--- src/rtl/snk_vbus_pkg.sv ---
// Shared types and constants for the video bus arbiter.
// Slot kinds, slot phases and the round-robin CPU index helper.
package snk_vbus_pkg;

    localparam int MAX_CPU = 4;
    localparam int CPU_IW  = 2;

    typedef enum logic {
        SLOT_VID = 1'b0,
        SLOT_CPU = 1'b1
    } slot_kind_t;

    typedef enum logic {
        PH_SETUP  = 1'b0,
        PH_STROBE = 1'b1
    } phase_t;

    function automatic logic [CPU_IW-1:0] next_cpu_idx(input logic [CPU_IW-1:0] idx,
                                                       input int n_cpu);
        logic [CPU_IW-1:0] nxt;
        if (int'(idx) >= n_cpu - 1) begin
            nxt = {CPU_IW{1'b0}};
        end else begin
            nxt = idx + 2'd1;
        end
        return nxt;
    endfunction

endpackage

--- src/rtl/snk_vbus_slot_seq.sv ---
// Slot/phase/cpu-index sequencer advanced by cen; VID, CPU0, VID, CPU1, ...
// With SNK_VBUS_VBLANK_BURST_EN defined, VID slots are skipped while vblank is high.
module snk_vbus_slot_seq
    import snk_vbus_pkg::*;
#(
    parameter int N_CPU = 2
) (
    input  logic              clk,
    input  logic              reset,
    input  logic              cen,
    input  logic              vblank,
    output slot_kind_t        slot_kind,
    output phase_t            phase,
    output logic [CPU_IW-1:0] cpu_idx,
    output slot_kind_t        slot_kind_nxt,
    output phase_t            phase_nxt,
    output logic [CPU_IW-1:0] cpu_idx_nxt
);

    slot_kind_t        slot_kind_q, slot_kind_d;
    phase_t            phase_q, phase_d;
    logic [CPU_IW-1:0] cpu_idx_q, cpu_idx_d;
    logic              burst_s;

`ifdef SNK_VBUS_VBLANK_BURST_EN
    assign burst_s = vblank;
`else
    assign burst_s = vblank & 1'b0;
`endif

    // Next slot position: SETUP->STROBE, then on to the following slot
    always_comb begin
        slot_kind_d = slot_kind_q;
        phase_d     = phase_q;
        cpu_idx_d   = cpu_idx_q;
        case (phase_q)
            PH_SETUP: begin
                phase_d = PH_STROBE;
            end
            PH_STROBE: begin
                phase_d = PH_SETUP;
                case (slot_kind_q)
                    SLOT_VID: begin
                        slot_kind_d = SLOT_CPU;
                    end
                    SLOT_CPU: begin
                        cpu_idx_d = next_cpu_idx(cpu_idx_q, N_CPU);
                        if (burst_s) begin
                            slot_kind_d = SLOT_CPU;
                        end else begin
                            slot_kind_d = SLOT_VID;
                        end
                    end
                    default: begin
                        slot_kind_d = SLOT_VID;
                    end
                endcase
            end
            default: begin
                phase_d = PH_SETUP;
            end
        endcase
    end

    // Sequencer state, stepping only on cen
    always_ff @(posedge clk or posedge reset) begin
        if (reset) begin
            slot_kind_q <= SLOT_VID;
            phase_q     <= PH_SETUP;
            cpu_idx_q   <= {CPU_IW{1'b0}};
        end else if (cen) begin
            slot_kind_q <= slot_kind_d;
            phase_q     <= phase_d;
            cpu_idx_q   <= cpu_idx_d;
        end
    end

    assign slot_kind     = slot_kind_q;
    assign phase         = phase_q;
    assign cpu_idx       = cpu_idx_q;
    assign slot_kind_nxt = slot_kind_d;
    assign phase_nxt     = phase_d;
    assign cpu_idx_nxt   = cpu_idx_d;

endmodule

--- src/rtl/snk_vbus_arbiter.sv ---
// Time-slot arbiter for the shared VA/VD video bus between N_CPU masters and N_DEV RAMs.
// Optional vblank burst mode is enabled by defining SNK_VBUS_VBLANK_BURST_EN.
module snk_vbus_arbiter
    import snk_vbus_pkg::*;
#(
    parameter int N_CPU = 2,
    parameter int N_DEV = 3,
    parameter int AW    = 12,
    parameter int DW    = 8
) (
    input  logic                   clk,
    input  logic                   reset,
    input  logic                   cen,
    input  logic                   vblank,
    input  logic [N_CPU-1:0]       cpu_req,
    input  logic [N_CPU-1:0]       cpu_we,
    input  logic [N_CPU*AW-1:0]    cpu_addr,
    input  logic [N_CPU*DW-1:0]    cpu_wdata,
    input  logic [N_CPU*N_DEV-1:0] cpu_cs,
    output logic [N_CPU-1:0]       cpu_ack,
    output logic [DW-1:0]          cpu_rdata,
    input  logic [N_DEV*DW-1:0]    dev_rdata,
    output logic [AW-1:0]          va,
    output logic [DW-1:0]          vd_out,
    output logic [N_DEV-1:0]       dev_csn,
    output logic                   vwe_n,
    output logic                   v_c
);

    localparam logic [DW-1:0]    DATA_IDLE = {DW{1'b1}};
    localparam logic [N_DEV-1:0] CSN_IDLE  = {N_DEV{1'b1}};

    slot_kind_t        slot_kind_s, slot_kind_nxt_s;
    phase_t            phase_s, phase_nxt_s;
    logic [CPU_IW-1:0] cpu_idx_s, cpu_idx_nxt_s;

    logic [AW-1:0]    va_q, va_d;
    logic [DW-1:0]    vd_out_q, vd_out_d;
    logic [N_DEV-1:0] dev_csn_q, dev_csn_d;
    logic             vwe_n_q, vwe_n_d;
    logic             v_c_q, v_c_d;
    logic [N_CPU-1:0] cpu_ack_q, cpu_ack_d;
    logic [DW-1:0]    cpu_rdata_q, cpu_rdata_d;
    logic [N_CPU-1:0] armed_q, armed_d;
    logic             active_q, active_d;
    logic             we_lat_q, we_lat_d;
    logic [N_DEV-1:0] cs_lat_q, cs_lat_d;

    logic [N_CPU-1:0] ack_now_s;
    logic [N_DEV-1:0] cs_pick_s;
    logic [DW-1:0]    rd_sel_s;
    logic             grant_s;

    // Multi-hot selects resolve to the lowest-index device
    function automatic logic [N_DEV-1:0] lowest_onehot(input logic [N_DEV-1:0] v);
        logic [N_DEV-1:0] r;
        logic             found;
        r     = {N_DEV{1'b0}};
        found = 1'b0;
        for (int d = 0; d < N_DEV; d++) begin
            if (v[d] && !found) begin
                r[d]  = 1'b1;
                found = 1'b1;
            end
        end
        return r;
    endfunction

    snk_vbus_slot_seq #(
        .N_CPU (N_CPU)
    ) u_slot_seq (
        .clk           (clk),
        .reset         (reset),
        .cen           (cen),
        .vblank        (vblank),
        .slot_kind     (slot_kind_s),
        .phase         (phase_s),
        .cpu_idx       (cpu_idx_s),
        .slot_kind_nxt (slot_kind_nxt_s),
        .phase_nxt     (phase_nxt_s),
        .cpu_idx_nxt   (cpu_idx_nxt_s)
    );

    assign cs_pick_s = lowest_onehot(cpu_cs[cpu_idx_nxt_s*N_DEV +: N_DEV]);
    assign grant_s   = cpu_req[cpu_idx_nxt_s] & armed_q[cpu_idx_nxt_s]
                       & ~ack_now_s[cpu_idx_nxt_s];

    // Read data mux over the latched (already one-hot) device select
    always_comb begin
        rd_sel_s = DATA_IDLE;
        for (int d = N_DEV - 1; d >= 0; d--) begin
            rd_sel_s = cs_lat_q[d] ? dev_rdata[d*DW +: DW] : rd_sel_s;
        end
    end

    // Access completing at the end of the current STROBE phase
    always_comb begin
        ack_now_s = {N_CPU{1'b0}};
        if (slot_kind_s == SLOT_CPU && phase_s == PH_STROBE && active_q) begin
            ack_now_s[cpu_idx_s] = 1'b1;
        end else begin
            ack_now_s = {N_CPU{1'b0}};
        end
    end

    // Bus outputs are set up for the phase being entered at this cen
    always_comb begin
        va_d        = va_q;
        vd_out_d    = vd_out_q;
        dev_csn_d   = dev_csn_q;
        vwe_n_d     = vwe_n_q;
        v_c_d       = v_c_q;
        cpu_ack_d   = {N_CPU{1'b0}};
        cpu_rdata_d = cpu_rdata_q;
        armed_d     = armed_q;
        active_d    = active_q;
        we_lat_d    = we_lat_q;
        cs_lat_d    = cs_lat_q;
        if (cen) begin
            cpu_ack_d = ack_now_s;
            if (|ack_now_s) begin
                cpu_rdata_d = we_lat_q ? DATA_IDLE : rd_sel_s;
            end else begin
                cpu_rdata_d = cpu_rdata_q;
            end
            // Ack disarms; a low request re-arms
            for (int k = 0; k < N_CPU; k++) begin
                if (ack_now_s[k]) begin
                    armed_d[k] = 1'b0;
                end else if (!cpu_req[k]) begin
                    armed_d[k] = 1'b1;
                end else begin
                    armed_d[k] = armed_q[k];
                end
            end
            case (slot_kind_nxt_s)
                SLOT_CPU: begin
                    v_c_d = 1'b0;
                    if (phase_nxt_s == PH_SETUP) begin
                        vwe_n_d = 1'b1;
                        if (grant_s) begin
                            active_d  = 1'b1;
                            we_lat_d  = cpu_we[cpu_idx_nxt_s];
                            cs_lat_d  = cs_pick_s;
                            va_d      = cpu_addr[cpu_idx_nxt_s*AW +: AW];
                            vd_out_d  = cpu_we[cpu_idx_nxt_s] ?
                                        cpu_wdata[cpu_idx_nxt_s*DW +: DW] : DATA_IDLE;
                            dev_csn_d = ~cs_pick_s;
                        end else begin
                            active_d  = 1'b0;
                            dev_csn_d = CSN_IDLE;
                        end
                    end else begin
                        vwe_n_d = active_q ? ~we_lat_q : 1'b1;
                    end
                end
                SLOT_VID: begin
                    v_c_d     = 1'b1;
                    dev_csn_d = CSN_IDLE;
                    vwe_n_d   = 1'b1;
                    active_d  = 1'b0;
                end
                default: begin
                    v_c_d     = 1'b1;
                    dev_csn_d = CSN_IDLE;
                    vwe_n_d   = 1'b1;
                    active_d  = 1'b0;
                end
            endcase
        end else begin
            cpu_ack_d = {N_CPU{1'b0}};
        end
    end

    // Output and access registers; ack clears on every clk
    always_ff @(posedge clk or posedge reset) begin
        if (reset) begin
            va_q        <= {AW{1'b0}};
            vd_out_q    <= DATA_IDLE;
            dev_csn_q   <= CSN_IDLE;
            vwe_n_q     <= 1'b1;
            v_c_q       <= 1'b1;
            cpu_ack_q   <= {N_CPU{1'b0}};
            cpu_rdata_q <= DATA_IDLE;
            armed_q     <= {N_CPU{1'b1}};
            active_q    <= 1'b0;
            we_lat_q    <= 1'b0;
            cs_lat_q    <= {N_DEV{1'b0}};
        end else begin
            va_q        <= va_d;
            vd_out_q    <= vd_out_d;
            dev_csn_q   <= dev_csn_d;
            vwe_n_q     <= vwe_n_d;
            v_c_q       <= v_c_d;
            cpu_ack_q   <= cpu_ack_d;
            cpu_rdata_q <= cpu_rdata_d;
            armed_q     <= armed_d;
            active_q    <= active_d;
            we_lat_q    <= we_lat_d;
            cs_lat_q    <= cs_lat_d;
        end
    end

    assign va        = va_q;
    assign vd_out    = vd_out_q;
    assign dev_csn   = dev_csn_q;
    assign vwe_n     = vwe_n_q;
    assign v_c       = v_c_q;
    assign cpu_ack   = cpu_ack_q;
    assign cpu_rdata = cpu_rdata_q;

endmodule

--- config.mk ---
export PLATFORM = sky130hd
export DESIGN_NAME = snk_vbus_arbiter
export DESIGN_NICKNAME = d
export VERILOG_FILES = /design/src/rtl/snk_vbus_pkg.sv /design/src/rtl/snk_vbus_slot_seq.sv /design/src/rtl/snk_vbus_arbiter.sv
export SDC_FILE = /design/constraint.sdc
export NUM_CORES = 1
export LEC_CHECK = 0
export BUFFER_PORTS_ARGS = -buffer_cell sky130_fd_sc_hd__buf_2
export CORE_MARGIN = 4
export CORE_UTILIZATION = 49
export CTS_BUF_LIST = sky130_fd_sc_hd__clkbuf_4
export DETAILED_ROUTE_END_ITERATION = 7
export PLACE_DENSITY_LB_ADDON = 0.1
export SETUP_SLACK_MARGIN = 0.5
export SYNTH_ARGS = -nofsm -noshare
export SYNTH_HDL_FRONTEND = slang
export SYNTH_SLANG_ARGS = --single-unit
export TNS_END_PERCENT = 1
--- constraint.sdc ---
create_clock -name clk -period 2.75 [get_ports clk]
set_input_delay 0.825 -clock clk [delete_from_list [all_inputs] [get_ports clk]]
set_output_delay 0.825 -clock clk [all_outputs]
set_load 0.02 [all_outputs]
**Word level (Yosys, flattened, before mapping)**

Index checks and enable logic that the tools add are counted.

- Flip-flop bits (word level): 46
- Input bits: 78

- Order comparisons: 4
- Add/subtract/negate cells: 1
- Equality and inequality tests: 3
- Bitwise operators: 9
- Multiplexer cells: 41
- Multiply operators: 2
- Shift-type cells: 3
- Reduce and logical (&&, ||, !) cells: 13

Operators with widths:

| cell | count |
|---|---|
| 2-to-1 mux 8 bit | 5 |
| variable part select 24 x 7 -> 12 bit | 1 |
| 2-to-1 mux 1 bit | 22 |
| variable part select 16 x 6 -> 8 bit | 1 |
| 2-to-1 mux 2 bit | 5 |
| one-hot mux 1 bit (2 select lines) | 5 |
| multiplier 2 x 2 -> 4 bit, second input constant | 2 |
| AND reduction 2 bit | 4 |
| 2-to-1 mux 3 bit | 2 |
| inverter 1 bit | 6 |
| one-hot mux 3 bit (2 select lines) | 1 |
| variable part select 6 x 5 -> 3 bit | 1 |
| logical AND 1 bit | 5 |
| >= comparator 2 x 1 -> 1 bit, second input constant | 2 |
| less-than comparator 2 bit, second input constant | 2 |
| inequality test 2 x 1 -> 1 bit, second input constant | 2 |
| AND reduction 4 bit | 1 |
| inverter 3 bit | 1 |
| adder 2 x 1 -> 2 bit, second input constant | 1 |
| bitwise AND 1 bit | 2 |
| logical NOT 1 bit | 2 |
| inequality test 2 bit, second input constant | 1 |
| OR reduction 2 bit | 1 |
| demux 1 bit (select 1 bit) | 1 |

**Depth between registers and ports, before layout**

Gate-level depths: netlist of run 1.

- Word-level depth: 17
- Depth in mapped cells: 8
- Depth with buffers taken out: 6

**Cells and area by module**

A second synthesis of run 1 with hierarchy kept.

- Cells, all modules: 232
- Area total of the unflattened synthesis: 2,458.6 um^2

By module, submodules not included:

| module | sequential area each (um^2) | area an instance (um^2) | cells each | instances |
|---|---|---|---|---|
| snk_vbus_arbiter | 1,079.8 | 2,220.9 | 211 | 1 |
| snk_vbus_slot_seq | 100.1 | 237.7 | 21 | 1 |

**Worst setup path before layout of run 1**

Ideal clock, no wire load.

- Path kind: reg-to-reg
- Start point: reg u_slot_seq.phase_q, in the netlist u_slot_seq.phase
- End point: reg cs_lat_q[2]
- Data arrival time: 1.928 ns
- Buffers on the path: 2
- Setup time: 0.125 ns
- Clock period less this slack: 2.053 ns
- Path slack: 0.697 ns
- Cell stages (with the launch flop): 9
- Cell sequence: dfrtp_1 -> buf_6 -> inv_1 -> ha_1 -> nand2b_1 -> or2_1 -> a21oi_4 -> buf_12 -> mux2_4

- Elaborated cells between the ends (all ways): 27
- Classes of those cells: mul (1); shift (1); mux (13); bitwise (5); reduce/logical (7)

RTL lines:

| item | RTL line | text |
|---|---|---|
| from (decl) | snk_vbus_slot_seq.sv:21 | `phase_t phase_q, phase_d;` |
| from (signal assigned) | snk_vbus_slot_seq.sv:73 | `phase_q <= phase_d;` |
| inverter 1 bit | snk_vbus_slot_seq.sv:36 | `case (phase_q)` |
| one-hot mux 1 bit (2 select lines) (*) | snk_vbus_slot_seq.sv:36 |  |
| named net phase_nxt_s | snk_vbus_arbiter.sv:34 | `phase_t phase_s, phase_nxt_s;` |
| inverter 1 bit (no source line) (*) | n/a |  |
| AND reduction 4 bit (no source line) (*) | n/a |  |
| to (signal assigned) | snk_vbus_arbiter.sv:188 | `cs_lat_q <= {N_DEV{1'b0}};` |
| to (signal assigned) | snk_vbus_arbiter.sv:200 | `cs_lat_q <= cs_lat_d;` |
| to (decl) | snk_vbus_arbiter.sv:47 | `logic [N_DEV-1:0] cs_lat_q, cs_lat_d;` |

The timed path passes the listed nets; every way through them passes the cells marked *. The select of a mux whose other input is x is not followed.
A chain may end at the register's enable or synchronous reset.

**Final worst setup path of run 1**

- Start point: reg u_slot_seq.slot_kind_q, in the netlist u_slot_seq.slot_kind
- End point: reg va_q[6], in the netlist va[6]

- Longest elaborated chain between the ends: 8
- Elaborated cells between the ends (all ways): 20
- Classes of those cells: mul (1); shift (1); mux (11); bitwise (4); reduce/logical (3)

RTL lines:

| item | RTL line | text |
|---|---|---|
| from (decl) | snk_vbus_slot_seq.sv:20 | `slot_kind_t slot_kind_q, slot_kind_d;` |
| from (signal assigned) | snk_vbus_slot_seq.sv:72 | `slot_kind_q <= slot_kind_d;` |
| parallel branches: the longest is 8 deep, another holds multiplier 2 x 2 -> 4 bit | n/a |  |
| to (signal assigned) | snk_vbus_arbiter.sv:178 | `va_q <= {AW{1'b0}};` |
| to (signal assigned) | snk_vbus_arbiter.sv:190 | `va_q <= va_d;` |
| to (decl) | snk_vbus_arbiter.sv:37 | `logic [AW-1:0] va_q, va_d;` |

Several ways; the timed one is not identified. The select of a mux whose other input is x is not followed.

==> results of run 1 <==
[cell usage after synthesis (4+ instances only)]
cell,count
a21o_1,10
a21oi_1,19
a32oi_1,8
buf_2,4
clkbuf_1,13
dfrtp_1,23
dfstp_2,23
ha_1,5
inv_1,16
mux2_2,6
mux2_4,9
nand2_1,12
nand3_1,24
nor2_1,11
o21ai_0,34
o22a_1,9
o22ai_1,7
[logic make-up after synthesis]
group | synth area share, %
AO/OA/AOI/OAI | 24.3
AND/OR/NAND/NOR | 12.4
flip-flops | 44.9
buffers and inverters | 6.67
multiplexers | 9.00
adder cells (fa/ha/maj) | 2.38
XOR/XNOR | 0.333
[state kept, by name, summed over array words and instances (netlist names)]
register / count
dev_csn: 3
cpu_ack: 2
cpu_rdata: 8
u_slot_seq.phase: 1
vd_out: 8
cs_lat_q: 3
u_slot_seq.slot_kind: 1
va: 12
active_q: 1
vwe_n: 1
u_slot_seq.cpu_idx: 2
we_lat_q: 1
v_c: 1
armed_q: 2
[area by class of cell]
cell class              count  area [sq um]  share of cell area (%)
clock buffers               6          45.0                    1.36
clock inverters             2          8.76                   0.264
inverters                  17          63.8                    1.92
multi-input cells         183          1290                    38.7
flip-flops and latches     46          1180                    35.6
well taps                  70          87.6                    2.64
repair buffers            123           649                    19.5
[routing by layer]
metal  routed length [um]  global-route usage [%]  share of wire, %  vias to the layer above
met5                    0                       0                 0                        -
li1                     -                       -                 -                     1186
met4                   32                    5.24              0.47                        0
met2                 3430                    35.8                50                       79
met1                 2880                    26.1                42                     1159
met3                  500                    4.77               7.3                        4
[worst max-delay path by stage]
| stage | startpoint | end | slack, ps | cells past startpoint |
|---|---|---|---|---|
| 2_1_floorplan | u_slot_seq.phase | cs_lat_q[2] | 700 | 8 |
| 3_3_place_gp | u_slot_seq.phase | va[8] | 470 | 7 |
| 3_5_place_dp | u_slot_seq.phase | va[6] | 430 | 7 |
| 4_1_cts | u_slot_seq.phase | va[6] | 550 | 7 |
| 5_1_grt | u_slot_seq.cpu_idx[1] | va[8] | 470 | 7 |
| 6_report | u_slot_seq.slot_kind | va[6] | 580 | 6 |
[power by group]
group	switching [mW]	internal, mW	leakage, nW	total, mW
Combinational	1.19	0.886	1.04	2.07
Sequential	0.199	1.05	0.533	1.24
Clock	0.204	0.106	0.0331	0.311
[per-stage QoR]
step / std cells / util (%) / area, sq um / hold WS [ps]
after floorplan: 266 / - / 2630 / 438
after global placement: 436 / 62.9 / 3230 / 447
after detailed placement: 436 / 62.9 / 3230 / 449
after CTS: 444 / 64.0 / 3290 / 469
after global routing: 447 / 64.6 / 3320 / 485
final: 447 / 64.6 / 3320 / 469
[worst register-to-register path, cell delays in order, from the launching register on]
cell and delay, ps:
dfrtp_1 490, ha_1 370, nand2b_1 230, or2_1 280, a21oi_4 120, buf_6 210, mux2_2 360
[timing repair]
item / 4_1_cts / 5_1_grt
gates resized for setup: 3 / 1
setup buffers: 0 / 3
gates cloned: 0 / 0
pin swaps: 0 / 0
setup endpoints to repair: 14 / 20
==> run_results.csv, run 1 <==
group,metric,value,unit
worst_setup_path,r2r-end,"va[6]",
global_route,grt_max_degree,27,
timing,tns,0,ps
worst_setup_path,critPathTopFamily,"simple AND/OR/NAND/NOR gates",
layout,final_common_cell,"buf_2",
worst_setup_path,cpPeakStageDelay,490,ps
placement,pre_cts_ws,433,ps
worst_setup_path,rr_worst_depth,6,
floorplanning,core-area,0.00514,sq mm
timing,period_share,78.9,%
floorplanning,die_h,81.2,um
routing,antenna_left,0,
logic_synthesis,synth_top_cell_by_area,"dfstp_2",
timing,finalHoldViolations,0,
layout,nFillCells,425,
floorplanning,start_util,51.1,%
placement,gp_congestion,0.757,
logic_synthesis,avgSynthCellArea,9.88,sq um
timing,period_needed,2170,ps
placement,dp_hpwl,5100,um
power_and_ir_drop,ir_drop,0.872,mV
worst_setup_path,cp_num_buf_inv,1,
worst_setup_path,rrSetupSlack,580,ps
logic_synthesis,synth.distinct_cells,42,
run,cap_violations,0,
worst_setup_path,crit_fanout,15,
worst_hold_path,hold_end,"vd_out[1]",
worst_setup_path,timing.rr.start,"u_slot_seq.slot_kind",
floorplanning,dieArea,0.00660,sq mm
timing,worst_pin_slew,548,ps
worst_setup_path,crit_arrival,2410,ps
global_route,grt.total_usage,20.7,%
logic_synthesis,synth-seq-cells,46,
logic_synthesis,syn_nets,349,
power_and_ir_drop,p_per_area,1090,mW/mm^2
worst_setup_path,crit_type,"reg2reg",
logic_synthesis,ys_seq_area_share,44.9,%
worst_hold_path,hold_path_depth,2,
worst_hold_path,min-delay-start,"vd_out[1]",
logic_synthesis,synth_area,0.00263,sq mm
worst_setup_path,cp_slowest_cell,"dfrtp_1",
layout,drive_above_1_share,47.7,%
logic_synthesis,synthTopCellsByArea,"dfstp_2 (23%), dfrtp_1 (22%), o21ai_0 (6.5%)",
floorplanning,die_width,81.2,um
logic_synthesis,synthCells,266,
worst_setup_path,crit_path_end_kind,"flip-flop",
worst_setup_path,path_cells,"ha_1, nand2b_1, or2_1, a21oi_4, buf_6, mux2_2",
clock_tree,htreeDepth,2,
worst_setup_path,cp.required,2990,ps
timing,fmax,461,MHz
floorplanning,rows,26,
logic_synthesis,ys_async_sr_fraction,100,%
timing,rsz0062_at_grt,"yes",
timing,setup_violations,0,
routing,routed_wl,6850,um
logic_synthesis,ys.flop_type,"dfstp_2",
routing,post_drt_wl_per_cell,15.3,um
logic_synthesis,synth-edff-count,0,
clock_tree,cts.sinks,46,
timing,final_max_slew_viol_count,0,
layout,fin_nets,459,
outcome,status,"completed",
routing,via_per_inst,5.43,
timing,finClkSkew,5.80,ps
logic_synthesis,yosysTopAreaCellShare,23.0,%
layout,final_cell_mix,"buf_2 (111), o21ai_0 (34), nand3_1 (24)",
layout,syn_to_final_growth,26.4,%
clock_tree,clk_path_buf_depth,2,
clock_tree,root_buffer,"clkbuf_4",
placement,port_buffers,111,
global_route,antenna_found_initial,0,
timing,max_slew_margin,63.4,%
power_and_ir_drop,p_leak,1.60,nW
clock_tree,cts.clk_slew.worst_paths,120,ps
timing,setup_slack,579,ps
routing,vias,2428,
global_route,grt_pass1_wl,10700,um
clock_tree,cts_hold_buffers,0,
routing,firstDrtPassIters,4,
global_route,grt_pass1_vias,2291,
global_route,grt.overflow.total,0,
clock_tree,cts_tree,"built",
worst_hold_path,hold_path.class,"reg2reg",
routing,drc,0,
clock_tree,insertion_delay,350,ps
floorplanning,pin_count,113,
clock_tree,cts_buffers,5,
worst_setup_path,startpoint_type,"flip-flop",
power_and_ir_drop,p_total,3.63,mW
routing,drtIter0Drc,77,
logic_synthesis,yosys_warnings,0,
layout,insertedDiodeCount,0,
Note: power is estimated with default switching activity, not from simulation.
==> run 2: changes to the inputs <==
- CORE_UTILIZATION: 49 -> 45
- clock period: 2.75 -> 1.8 ns (I/O delays scaled with it)
==> run_results.csv, run 2 (synthesis results as in run 1) <==
group,metric,value,unit
layout,final_area,0.00395,sq mm
layout,stdcell_count,478,
clock_tree,insertion_delay,350,ps
floorplanning,core-area,0.00557,sq mm
routing,drtIter0Drc,83,
timing,whs,181,ps
routing,routed_wl,7430,um
power_and_ir_drop,ir_drop,0.955,mV
layout,drive_above_1_share,54.9,%
worst_setup_path,cp.required,2040,ps
outcome,violations,"negative setup slack",
worst_setup_path,crit_path_end_kind,"flip-flop",
worst_setup_path,crit_fanout,7,
placement,placed_area,0.00353,sq mm
floorplanning,die_width,84.4,um
worst_setup_path,timing.rr.start,"u_slot_seq.phase",
clock_tree,clk_path_buf_depth,2,
power_and_ir_drop,p_leak,1.87,nW
global_route,grt_max_degree,29,
timing,setup_slack,-134,ps
timing,finClkSkew,17.0,ps
clock_tree,cts_buffers,5,
timing,period_needed,1930,ps
floorplanning,pin_count,113,
worst_setup_path,crit_type,"reg2reg",
routing,antenna_left,0,
placement,dp_hpwl,5230,um
timing,setup_violations,25,
power_and_ir_drop,p_per_area,1710,mW/mm^2
clock_tree,cts.clk_slew.worst_paths,140,ps
layout,ff_latch_area,0.00118,sq mm
timing,period_share,107,%
floorplanning,dieArea,0.00713,sq mm
floorplanning,rows,27,
global_route,grt_pass1_wl,11600,um
worst_setup_path,crit_arrival,2180,ps
placement,port_buffers,111,
routing,post_drt_wl_per_cell,15.5,um
routing,vias,2527,
placement,dp.cells,467,
timing,worst_pin_slew,462,ps
layout,insertedDiodeCount,0,
routing,firstDrtPassIters,4,
timing,rsz0062_at_grt,"yes",
placement,pre_cts_ws,-115,ps
routing,via_per_inst,5.29,
timing,final_max_slew_viol_count,0,
clock_tree,root_buffer,"clkbuf_4",
timing,tns,-1950,ps
timing,fmax,517,MHz
timing,max_slew_margin,69.2,%
layout,nFillCells,434,
worst_setup_path,startpoint_type,"flip-flop",
clock_tree,htreeDepth,2,
clock_tree,cts.sinks,46,
floorplanning,start_util,47.1,%
placement,gp_congestion,0.772,
layout,fin_nets,488,
clock_tree,cts_hold_buffers,0,
layout,syn_to_final_growth,50.3,%
layout,multi_input_area,0.00139,sq mm
worst_setup_path,startpoint,"u_slot_seq.phase",
global_route,antenna_found_initial,0,
layout,final_common_cell,"buf_2",
outcome,status,"complete, but fails checks",
timing,finalHoldViolations,0,
global_route,grt.total_usage,19.8,%
global_route,grt_pass1_vias,2495,
clock_tree,cts_tree,"built",
floorplanning,die_h,84.4,um
routing,drc,0,
layout,final_cell_mix,"buf_2 (76), buf_6 (39), o21ai_0 (34)",
global_route,grt.overflow.total,0,
worst_setup_path,rr_worst_depth,7,
worst_hold_path,hold_path.class,"in2async",
layout,largest_register_ffs,12,
run,cap_violations,0,
run 2: critical path: stages, from the launching register on:
cell       delay (ps)
dfrtp_2           480
inv_4              80
ha_4              190
nand2b_4          130
or2_4             240
a21oi_4           200
clkbuf_16         200
mux2_4            290
run 2: worst paths after layout:
kind                       slack, ps          end
max                             -130        va[4]
min                              180  cs_lat_q[2]
max reg2reg                     -130        va[4]
min reg2reg                      470    vd_out[5]
max in group asynchronous       1240    vd_out[2]
min in group clk                 470    vd_out[5]
run 2: final cells by class:
| type | instances | share of cell area, % |
|---|---|---|
| inverters | 17 | 1.68 |
| well taps | 72 | 2.28 |
| multi-input cells | 183 | 35.2 |
| clock inverters | 2 | 0.222 |
| flip-flops and latches | 46 | 29.9 |
| repair buffers | 152 | 29.5 |
| clock buffers | 6 | 1.14 |
run 2: stage by stage:
| step | util (%) | total power [mW] |
|---|---|---|
| after CTS | 68.6 | 6.53 |
| final | 70.8 | 6.77 |
| after global placement | 63.3 | 5.45 |
| after global routing | 70.8 | 7.22 |
| after detailed placement | 63.3 | 5.51 |
| after floorplan | - | 4.25 |
run 2: power breakdown:
group / internal [mW] / leakage (nW) / switching, mW / total [mW]
registers: 1.61 / 0.532 / 0.389 / 2.00
logic: 2.26 / 1.31 / 2.03 / 4.28
clock network: 0.163 / 0.0331 / 0.325 / 0.488
run 2: what timing repair did:
action / 4_1_cts / 5_1_grt
setup endpoints to repair: 73 / 75
cloned: 0 / 1
resized for setup: 72 / 25
setup buffers: 1 / 1
pin swaps: 3 / 3
run 2: per-layer routing:
layer	share of wire, %	vias to the layer above	track usage (%)
met4	0.88	0	5.32
met3	6.3	6	4.32
li1	-	1244	-
met2	49	78	33.4
met5	0	-	0
met1	43	1199	25.7
